===== src/rtl/fetch_pkg.sv =====
`default_nettype none
// +----------------------------------------------------------------------+
// | Package    : fetch_pkg                                               |
// | Purpose    : Shared widths, reset PC and state encoding for the      |
// |              instruction fetch unit.                                 |
// | Revision   : 1.0  initial release                                    |
// +----------------------------------------------------------------------+
package fetch_pkg;

  localparam int              PC_W             = 64;
  localparam int              INSTR_W          = 32;
  localparam logic [PC_W-1:0] DEFAULT_START_PC = 64'h0;

  typedef enum logic [1:0] {
    ST_BOOT  = 2'd0,
    ST_RUN   = 2'd1,
    ST_STALL = 2'd2,
    ST_HALT  = 2'd3
  } fetch_state_e;

endpackage : fetch_pkg
`default_nettype wire


===== src/rtl/next_pc_logic.sv =====
`default_nettype none
// +----------------------------------------------------------------------+
// | Module     : next_pc_logic                                           |
// | Purpose    : Combinational next-PC selection: sequential PC+4 or     |
// |              PC-relative branch target (word offset << 2).           |
// | Ports      : pc_i            current PC                              |
// |              branch_uncond_i B instruction                           |
// |              branch_cond_i   CBZ instruction                         |
// |              zero_i          ALU zero flag                           |
// |              br_offset_i     sign-extended word offset               |
// |              next_pc_o       PC for the next retiring edge           |
// | Revision   : 1.0  initial release                                    |
// +----------------------------------------------------------------------+
module next_pc_logic
  import fetch_pkg::*;
(
  input  logic [PC_W-1:0] pc_i,
  input  logic            branch_uncond_i,
  input  logic            branch_cond_i,
  input  logic            zero_i,
  input  logic [PC_W-1:0] br_offset_i,
  output logic [PC_W-1:0] next_pc_o
);

  logic            w_taken;
  logic [PC_W-1:0] w_offset_bytes;

  // B wins over CBZ, but both use the same offset, so an OR of the two
  // conditions already gives the B behaviour when both are high.
  assign w_taken        = branch_uncond_i | (branch_cond_i & zero_i);
  assign w_offset_bytes = br_offset_i << 2;

  // Modulo-2^64 add; carry out is intentionally dropped.
  assign next_pc_o = pc_i + (w_taken ? w_offset_bytes : 64'd4);

endmodule : next_pc_logic
`default_nettype wire


===== src/rtl/pc_fetch_unit.sv =====
`default_nettype none
// +----------------------------------------------------------------------+
// | Module     : pc_fetch_unit                                           |
// | Purpose    : PC register, BOOT/RUN/STALL/HALT sequencer, pending     |
// |              halt latch and saturating cycle / retire counters.      |
// | Ports      : CLK, resetl (async, active-low)                         |
// |              stall, halt_req, branch_uncond, branch_cond, zero,      |
// |              br_offset, instr_in                     (inputs)        |
// |              pc_out, instr_out, fetch_valid, halted,                 |
// |              cycle_count, retired_count              (outputs)       |
// | Revision   : 1.0  initial release                                    |
// +----------------------------------------------------------------------+
module pc_fetch_unit
  import fetch_pkg::*;
#(
  parameter logic [PC_W-1:0] START_PC = DEFAULT_START_PC,
  parameter int              COUNT_W  = 32
) (
  input  logic               CLK,
  input  logic               resetl,
  input  logic               stall,
  input  logic               halt_req,
  input  logic               branch_uncond,
  input  logic               branch_cond,
  input  logic               zero,
  input  logic [PC_W-1:0]    br_offset,
  input  logic [INSTR_W-1:0] instr_in,
  output logic [PC_W-1:0]    pc_out,
  output logic [INSTR_W-1:0] instr_out,
  output logic               fetch_valid,
  output logic               halted,
  output logic [COUNT_W-1:0] cycle_count,
  output logic [COUNT_W-1:0] retired_count
);

  localparam logic [COUNT_W-1:0] c_CNT_MAX = '1;
  localparam logic [COUNT_W-1:0] c_CNT_ONE = {{(COUNT_W-1){1'b0}}, 1'b1};

  fetch_state_e       state_q;
  logic [PC_W-1:0]    pc_q;
  logic [PC_W-1:0]    pc_d;
  logic               halt_pend_q;
  logic               halted_q;
  logic [COUNT_W-1:0] cycle_cnt_q;
  logic [COUNT_W-1:0] cycle_cnt_d;
  logic [COUNT_W-1:0] retired_cnt_q;
  logic [COUNT_W-1:0] retired_cnt_d;
  logic               w_retire;

  next_pc_logic u_next_pc (
    .pc_i            (pc_q),
    .branch_uncond_i (branch_uncond),
    .branch_cond_i   (branch_cond),
    .zero_i          (zero),
    .br_offset_i     (br_offset),
    .next_pc_o       (pc_d)
  );

  // Only RUN retires; the cycle leaving STALL is a bubble, after which
  // the instruction at the held PC is presented again in RUN.
  assign w_retire = (state_q == ST_RUN) & ~stall;

  assign cycle_cnt_d   = (cycle_cnt_q   == c_CNT_MAX) ? cycle_cnt_q   : cycle_cnt_q   + c_CNT_ONE;
  assign retired_cnt_d = (retired_cnt_q == c_CNT_MAX) ? retired_cnt_q : retired_cnt_q + c_CNT_ONE;

  always_ff @(posedge CLK or negedge resetl) begin
    if (!resetl) begin
      state_q       <= ST_BOOT;
      pc_q          <= START_PC;
      halt_pend_q   <= 1'b0;
      halted_q      <= 1'b0;
      cycle_cnt_q   <= '0;
      retired_cnt_q <= '0;
    end else begin
      case (state_q)
        ST_BOOT: begin
          state_q <= ST_RUN;
        end
        ST_RUN: begin
          cycle_cnt_q <= cycle_cnt_d;
          if (stall) begin
            // Stall wins over a simultaneous halt request; keep it pending.
            state_q <= ST_STALL;
            if (halt_req) halt_pend_q <= 1'b1;
          end else begin
            pc_q          <= pc_d;
            retired_cnt_q <= retired_cnt_d;
            if (halt_req || halt_pend_q) begin
              state_q     <= ST_HALT;
              halted_q    <= 1'b1;
              halt_pend_q <= 1'b0;
            end
          end
        end
        ST_STALL: begin
          cycle_cnt_q <= cycle_cnt_d;
          if (halt_req) halt_pend_q <= 1'b1;
          if (!stall)   state_q     <= ST_RUN;
        end
        ST_HALT: begin
          state_q <= ST_HALT;
        end
        default: begin
          state_q <= ST_BOOT;
        end
      endcase
    end
  end

  assign pc_out        = pc_q;
  assign fetch_valid   = w_retire;
  assign instr_out     = w_retire ? instr_in : '0;
  assign halted        = halted_q;
  assign cycle_count   = cycle_cnt_q;
  assign retired_count = retired_cnt_q;

endmodule : pc_fetch_unit
`default_nettype wire


===== config.mk =====
export PLATFORM = sky130hd
export DESIGN_NAME = pc_fetch_unit
export DESIGN_NICKNAME = d
export VERILOG_FILES = /design/src/rtl/fetch_pkg.sv /design/src/rtl/next_pc_logic.sv /design/src/rtl/pc_fetch_unit.sv
export SDC_FILE = /design/constraint.sdc
export NUM_CORES = 1
export LEC_CHECK = 0
export CORE_MARGIN = 2
export CORE_UTILIZATION = 50
export CTS_CLUSTER_DIAMETER = 80
export CTS_CLUSTER_SIZE = 20
export DETAILED_ROUTE_END_ITERATION = 16
export PLACE_DENSITY = 0.82
export SYNTH_ARGS = -nofsm -noshare
export SYNTH_HDL_FRONTEND = slang
export SYNTH_HIERARCHICAL = 1
export SYNTH_SLANG_ARGS = --single-unit

===== constraint.sdc =====
create_clock -name CLK -period 3.3 [get_ports CLK]
set_input_delay 0.66 -clock CLK [delete_from_list [all_inputs] [get_ports CLK]]
set_output_delay 0.66 -clock CLK [all_outputs]
set_load 0.02 [all_outputs]

==> results of run 1 <==
==> flip-flops by register name, summed over array words and instances, names as in the netlist <==
register / flops
cycle_count: 32
halt_pend_q: 1
halted: 1
pc_out: 64
retired_count: 32
state_q: 2
==> what timing repair did <==
action                                  in CTS  in global routing
pin swaps                                   15                 43
gates cloned                                 1                  1
buffers inserted                             8                 19
hold buffers                                 0                  0
endpoints found under the setup margin      40                 39
resized for setup                           34                 74
endpoints found under the hold margin        0                  0
==> report_power, final <==
group / switching (mW) / total [mW] / internal, mW
clock network: 0.834 / 1.94 / 1.10
registers: 0.000305 / 1.62 / 1.62
logic: 0.267 / 0.586 / 0.319
total: 1.10 / 4.14 / 3.04
==> through the flow <==
| step | hold slack [ns] | util [%] | cell area, sq um | instances |
|---|---|---|---|---|
| final | 0.2317 | 78.86 | 15800 | 2001 |
| after global routing | 0.2752 | 78.86 | 15800 | 2001 |
| after CTS | 0.2415 | 76.28 | 15290 | 1981 |
| after detailed placement | 0.4759 | 72.44 | 14520 | 1940 |
| after global placement | 0.4640 | 72.44 | 14520 | 1940 |
| after floorplan | 0.3644 | - | 10160 | 1252 |
==> layer usage <==
layer | track usage [%] | part of all wire, %
met5 | 0 | 0.035
met1 | 36.63 | 37
met4 | 12.09 | 3.8
met3 | 8.125 | 8.9
met2 | 56.96 | 50
==> cell families after synthesis <==
kind of cell	after synthesis	synth area share, %
and+or+nand+nor	617	30.45
AOI/OAI and AO/OA	245	15.45
DFF	132	32.61
xor gates and xnor gates	113	9.770
buffers and inverters	75	3.026
adders and majority gates	67	8.350
muxes	3	0.3458
==> layout make-up <==
class                   instances  area [sq um]
inverters                      21         81.33
well taps                     270         337.8
clock inverters                13         137.6
flip-flops and latches        132          3303
multi-input cells            1045          6942
repair buffers                501          4549
fillers                      1356          4235
clock buffers                  19         452.9
==> cells in the final DEF, fill, tap and decap left out, types with 33 or more instances in the layout <==
| cell type | synthesis | routed |
|---|---|---|
| nand4_1 | 55 | 55 |
| xnor2_1 | 80 | 80 |
| clkdlybuf4s50_1 | 0 | 258 |
| buf_4 | 3 | 225 |
| xor2_1 | 33 | 33 |
| a21oi_1 | 97 | 85 |
| nor2_1 | 57 | 54 |
| nor2b_1 | 71 | 65 |
| dfrtp_1 | 132 | 132 |
| and2_1 | 37 | 37 |
| nand3_1 | 38 | 38 |
| ha_1 | 66 | 55 |
| a21o_1 | 34 | 34 |
| nand2_1 | 264 | 263 |
==> worst paths after layout <==
| kind | endpoint | startpoint | depth (start not counted) |
|---|---|---|---|
| max reg2reg | pc_out[57] | pc_out[20] | 13 |
| max in group asynchronous | pc_out[58] | resetl | 2 |
| min reg2reg | halted | halted | 1 |
| max | pc_out[57] | branch_uncond | 18 |
| min in group CLK | halted | halted | 1 |
| min | retired_count[20] | resetl | 1 |
==> impl_metrics.py, run 1 <==
metrics = {
    "run_status": {
        "outcome": "complete, but fails checks",
        "failed_checks": "setup timing",
    },
    "synthesis": {
        "yosysSeqAreaShare_pct": 32.61,
        "netlist_instances": 1252,
        "synth_nets": 1422,
        "synthTopCellsByCount": "nand2_1, dfrtp_1, a21oi_1, xnor2_1, nor2b_1",
        "syn-cell-area_sq_mm": 0.01013,
        "syn_avg_cell_area_sq_um": 8.091,
        "synth_cell_types": 75,
        "synth.top_cells.by_area": "dfrtp_1, nand2_1, ha_1",
        "synth_top_cell_by_area": "dfrtp_1",
        "async_flop_share_pct": 100.0,
        "ys_ff_latch": 132,
        "yosysMostFrequentCell": "nand2_1",
        "synth_edf_count": 0,
        "synth.top_cell.area_share_pct": 32.61,
        "ys.flop_type": "dfrtp_1",
        "yosys_warnings": 6,
    },
    "drt": {
        "routedWlPerCell_um": 18.45,
        "drt_iter0_markers": 817,
        "via_per_inst": 5.757,
        "vias": 11520,
        "dr.pass1.iters": 6,
        "drt-total-wl_um": 36910,
        "final_antenna_net_count": 0,
        "drc": 0,
    },
    "placed_design": {
        "dp_hpwl_um": 25550,
        "gp_congestion": 0.9437,
        "preCtsSetupSlack_ns": -0.7256,
        "port_buffers": 262,
    },
    "setup_path": {
        "crit_required_ns": 3.67,
        "worstPathCellList": "buf_2, a21oi_4, buf_4, clkbuf_16, nor2b_1, ha_1, buf_4, nand2_1, nor2_1, a221oi_2, nand2b_1, o211ai_1, and3_1, nor2_4, o41ai_4, xor2_1, nand2_1, nand2_1",
        "cp_common_cell": "nand2_1",
        "crit_fanout": 6,
        "crit_type": "input port to flip-flop",
        "crit_slowest_cell": "o41ai_4",
        "end_kind": "flip-flop",
        "arrival_ns": 3.79,
        "critPathMaxStageDelay_ns": 0.39,
        "reg2reg_slack_ns": 0.39,
        "crit_path_start_kind": "input port",
        "crit_family": "simple AND/OR/NAND/NOR gates",
        "path_buf_inv": 4,
    },
    "finish": {
        "layout-drive-gt1-share_pct": 21.43,
        "layout.nets": 1888,
        "diodes": 0,
        "area_growth_syn_to_layout_pct": 56.02,
    },
    "global_route": {
        "track_usage_pct": 31.83,
        "antenna_found_initial": 1,
        "grt_max_degree": 69,
        "grt_pass1_wl_um": 55610,
        "overflow": 0,
        "first_global_vias": 11310,
    },
    "floorplan": {
        "start_util_pct": 50.55,
        "rows": 52,
        "fp.dieH_um": 146.3,
        "core_area_sq_mm": 0.02004,
        "dieArea_sq_mm": 0.02141,
        "ioPinCount": 265,
        "die_w_um": 146.3,
    },
    "clock_network": {
        "clock-root-buffer": "clkbuf_16",
        "cts_num_sinks": 132,
        "cts_htree_levels": 4,
        "clk_pin_slew_worst_paths_ns": 0.07,
        "cts_tree": "built",
        "cts_buffers": 17,
        "insertion_delay_ns": 0.44,
        "clockBufferDepth": 2,
    },
    "timing": {
        "worst_pin_slew_ns": 0.8747,
        "skew_ns": 0.01087,
        "finalHoldViolations": 0,
        "fin_crit_sh_pct": 103.6,
        "layout_setup_ws_ns": -0.1191,
        "slew_viol_final": 0,
        "rsz0062_at_grt": "true",
        "max_freq_mhz": 292.5,
        "period_minus_slack_ns": 3.419,
        "setup_viol_count_final": 2,
        "slew_headroom_pct": 41.15,
        "tns_ns": -0.1553,
    },
    "power": {
        "power_leakage_nw": 7.457,
        "ir_drop_mv": 0.3597,
        "p_per_area_mw_per_mm2": 262.1,
        "power.total_mw": 4.142,
    },
    "job": {
        "drv_cap": 0,
    },
    "min_path": {
        "hp-class": "input port to asynchronous set/reset pin",
    },
}
Power figures use the tool's default switching activity.
==> run 2: changes to the inputs <==
- CORE_MARGIN: 2 -> 10
==> impl_metrics.py, run 2 (synthesis gave the netlist of run 1 again) <==
metrics = {
    "run_status": {
        "outcome": "complete, but fails checks",
        "failed_checks": "setup timing",
    },
    "setup_path": {
        "end_kind": "flip-flop",
        "crit_path_start_kind": "input port",
        "arrival_ns": 3.72,
        "worstPathCellList": "buf_6, a21oi_4, buf_12, buf_12, buf_12, buf_8, buf_4, nor2b_1, ha_1, nand2_1, o21ai_1, a21oi_1, o211ai_1, nand2_1, nor3b_4, o31ai_4, buf_4, a21oi_4, xnor2_1, nand2_1, nand2_1",
        "crit_family": "compound AO/OA/AOI/OAI gates",
        "crit_required_ns": 3.67,
        "crit_fanout": 7,
        "critPathMaxStageDelay_ns": 0.29,
        "reg2reg_depth": 14,
        "reg2reg_from": "pc_out[11]",
        "crit_slowest_cell": "ha_1",
        "crit_type": "input port to flip-flop",
        "reg2reg_slack_ns": 0.43,
        "path_buf_inv": 7,
        "reg2reg_to": "pc_out[58]",
        "cp_common_cell": "nand2_1",
    },
    "job": {
        "drv_cap": 0,
    },
    "drt": {
        "drt-total-wl_um": 37900,
        "drc": 0,
        "final_antenna_net_count": 0,
        "vias": 11290,
        "drt_iter0_markers": 643,
        "via_per_inst": 5.588,
        "dr.pass1.iters": 5,
        "routedWlPerCell_um": 18.76,
    },
    "placed_design": {
        "dp_hpwl_um": 27570,
        "placed_cell_area_sq_mm": 0.01460,
        "port_buffers": 262,
        "gp_congestion": 0.9502,
        "dpl.cell_count": 1949,
    },
    "clock_network": {
        "cts_num_sinks": 132,
        "clk_pin_slew_worst_paths_ns": 0.07,
        "cts_htree_levels": 4,
        "cts_buffers": 17,
        "clockBufferDepth": 2,
        "cts_tree": "built",
        "clock-root-buffer": "clkbuf_16",
        "insertion_delay_ns": 0.44,
        "holdBufCountCts": 0,
    },
    "finish": {
        "layout_common_cells": "nand2_1, clkdlybuf4s50_1, buf_4",
        "multi_input_area_sq_mm": 0.006920,
        "area_growth_syn_to_layout_pct": 57.15,
        "post-route-cell-area_sq_mm": 0.01592,
        "seq_area_sq_mm": 0.003303,
        "fill_cells": 1310,
        "final_cells": 2020,
        "post-route-util_pct": 79.18,
        "layout-drive-gt1-share_pct": 22.47,
        "layout.nets": 1906,
        "largest_reg_flops": 64,
        "layout_commonest_cell": "nand2_1",
    },
    "power": {
        "intPower_mw": 2.964,
        "p_per_area_mw_per_mm2": 257.3,
        "ir_drop_mv": 0.3384,
        "switching_power_mw": 1.132,
        "seq_power_share_pct": 39.5,
        "power.total_mw": 4.096,
        "power_leakage_nw": 7.545,
        "p_clk_share_pct": 46.2,
        "combPwrFrac_pct": 14.3,
        "swShare_pct": 27.64,
    },
    "floorplan": {
        "dieArea_sq_mm": 0.02635,
        "die_w_um": 162.3,
        "start_util_pct": 50.39,
        "rows": 52,
        "fp.dieH_um": 162.3,
        "core_area_sq_mm": 0.02010,
        "ioPinCount": 265,
    },
    "timing": {
        "setup_viol_count_final": 5,
        "layout_setup_ws_ns": -0.05438,
        "finalHoldViolations": 0,
        "period_minus_slack_ns": 3.354,
        "slew_viol_final": 0,
        "tns_ns": -0.1381,
        "slew_headroom_pct": 35.65,
        "fin_crit_sh_pct": 101.6,
        "max_freq_mhz": 298.1,
        "worst_pin_slew_ns": 0.9564,
        "skew_ns": 0.02009,
        "rsz0062_at_grt": "true",
    },
    "global_route": {
        "first_global_vias": 11630,
        "antenna_found_initial": 3,
        "track_usage_pct": 27.45,
        "grt_pass1_wl_um": 59440,
        "grt_max_degree": 69,
        "overflow": 0,
    },
    "min_path": {
        "hp-class": "input port to asynchronous set/reset pin",
    },
}
==> run 2: changes by cell type in the layout (fill, tap and decap cells not counted), sizes merged <==
cell	before	now
clkbuf	20	18
clkinv	3	2
bufinv	1	0
buf	242	261
inv	28	30
clkinvlp	2	3
diode	0	1
==> run 2: layout make-up <==
class | instances | share of cell area [%]
antenna | 1 | 0.01572
clock buffer | 18 | 2.759
clock inverter | 14 | 0.8567
inverter | 21 | 0.4952
multi-input combinational | 1045 | 43.47
sequential | 132 | 20.75
tap | 270 | 2.122
timing repair buffer | 519 | 29.53
==> run 2: power by group through the flow <==
stage	clock network (mW)	registers [mW]	logic, mW
floorplan	0	1.65	0.210
global placement	0	1.65	0.501
detailed placement	0	1.65	0.508
CTS	1.91	1.62	0.555
global route	1.98	1.62	0.631
finish	1.89	1.62	0.587
==> run 2: timing repair <==
item | CTS | global route
pin swaps | 44 | 61
resized for setup | 47 | 70
cloned | 2 | 0
buffers inserted | 16 | 22
endpoints found under the setup margin | 37 | 33
==> run 2: routing by layer <==
metal / vias up / global-route usage, % / share of wire (%)
met4: 6 / 8.974 / 2.5
met5: - / 0 / 0.11
met3: 68 / 10.69 / 9.9
li1: 5331 / - / -
met1: 5427 / 30.23 / 38
met2: 456 / 47.52 / 50
==> run 2: per-stage QoR <==
step                worst slack (ns)  hold WS [ns]
global placement             -0.7452        0.4643
finish                      -0.05438        0.2754
floorplan                   -0.02132        0.3644
global route                 -0.1582        0.3203
CTS                         -0.04224        0.2981
detailed placement           -0.8222        0.4702
==> run 2: worst max path at each step <==
stage,start,endpoint,slack (ns),cells after the start
after floorplan,branch_cond,pc_out[62],-0.02,15
after global placement,branch_cond,pc_out[62],-0.75,19
after detailed placement,branch_cond,pc_out[62],-0.82,19
after CTS,zero,pc_out[62],-0.04,20
after global routing,branch_cond,pc_out[52],-0.16,19
final,branch_cond,pc_out[58],-0.05,21
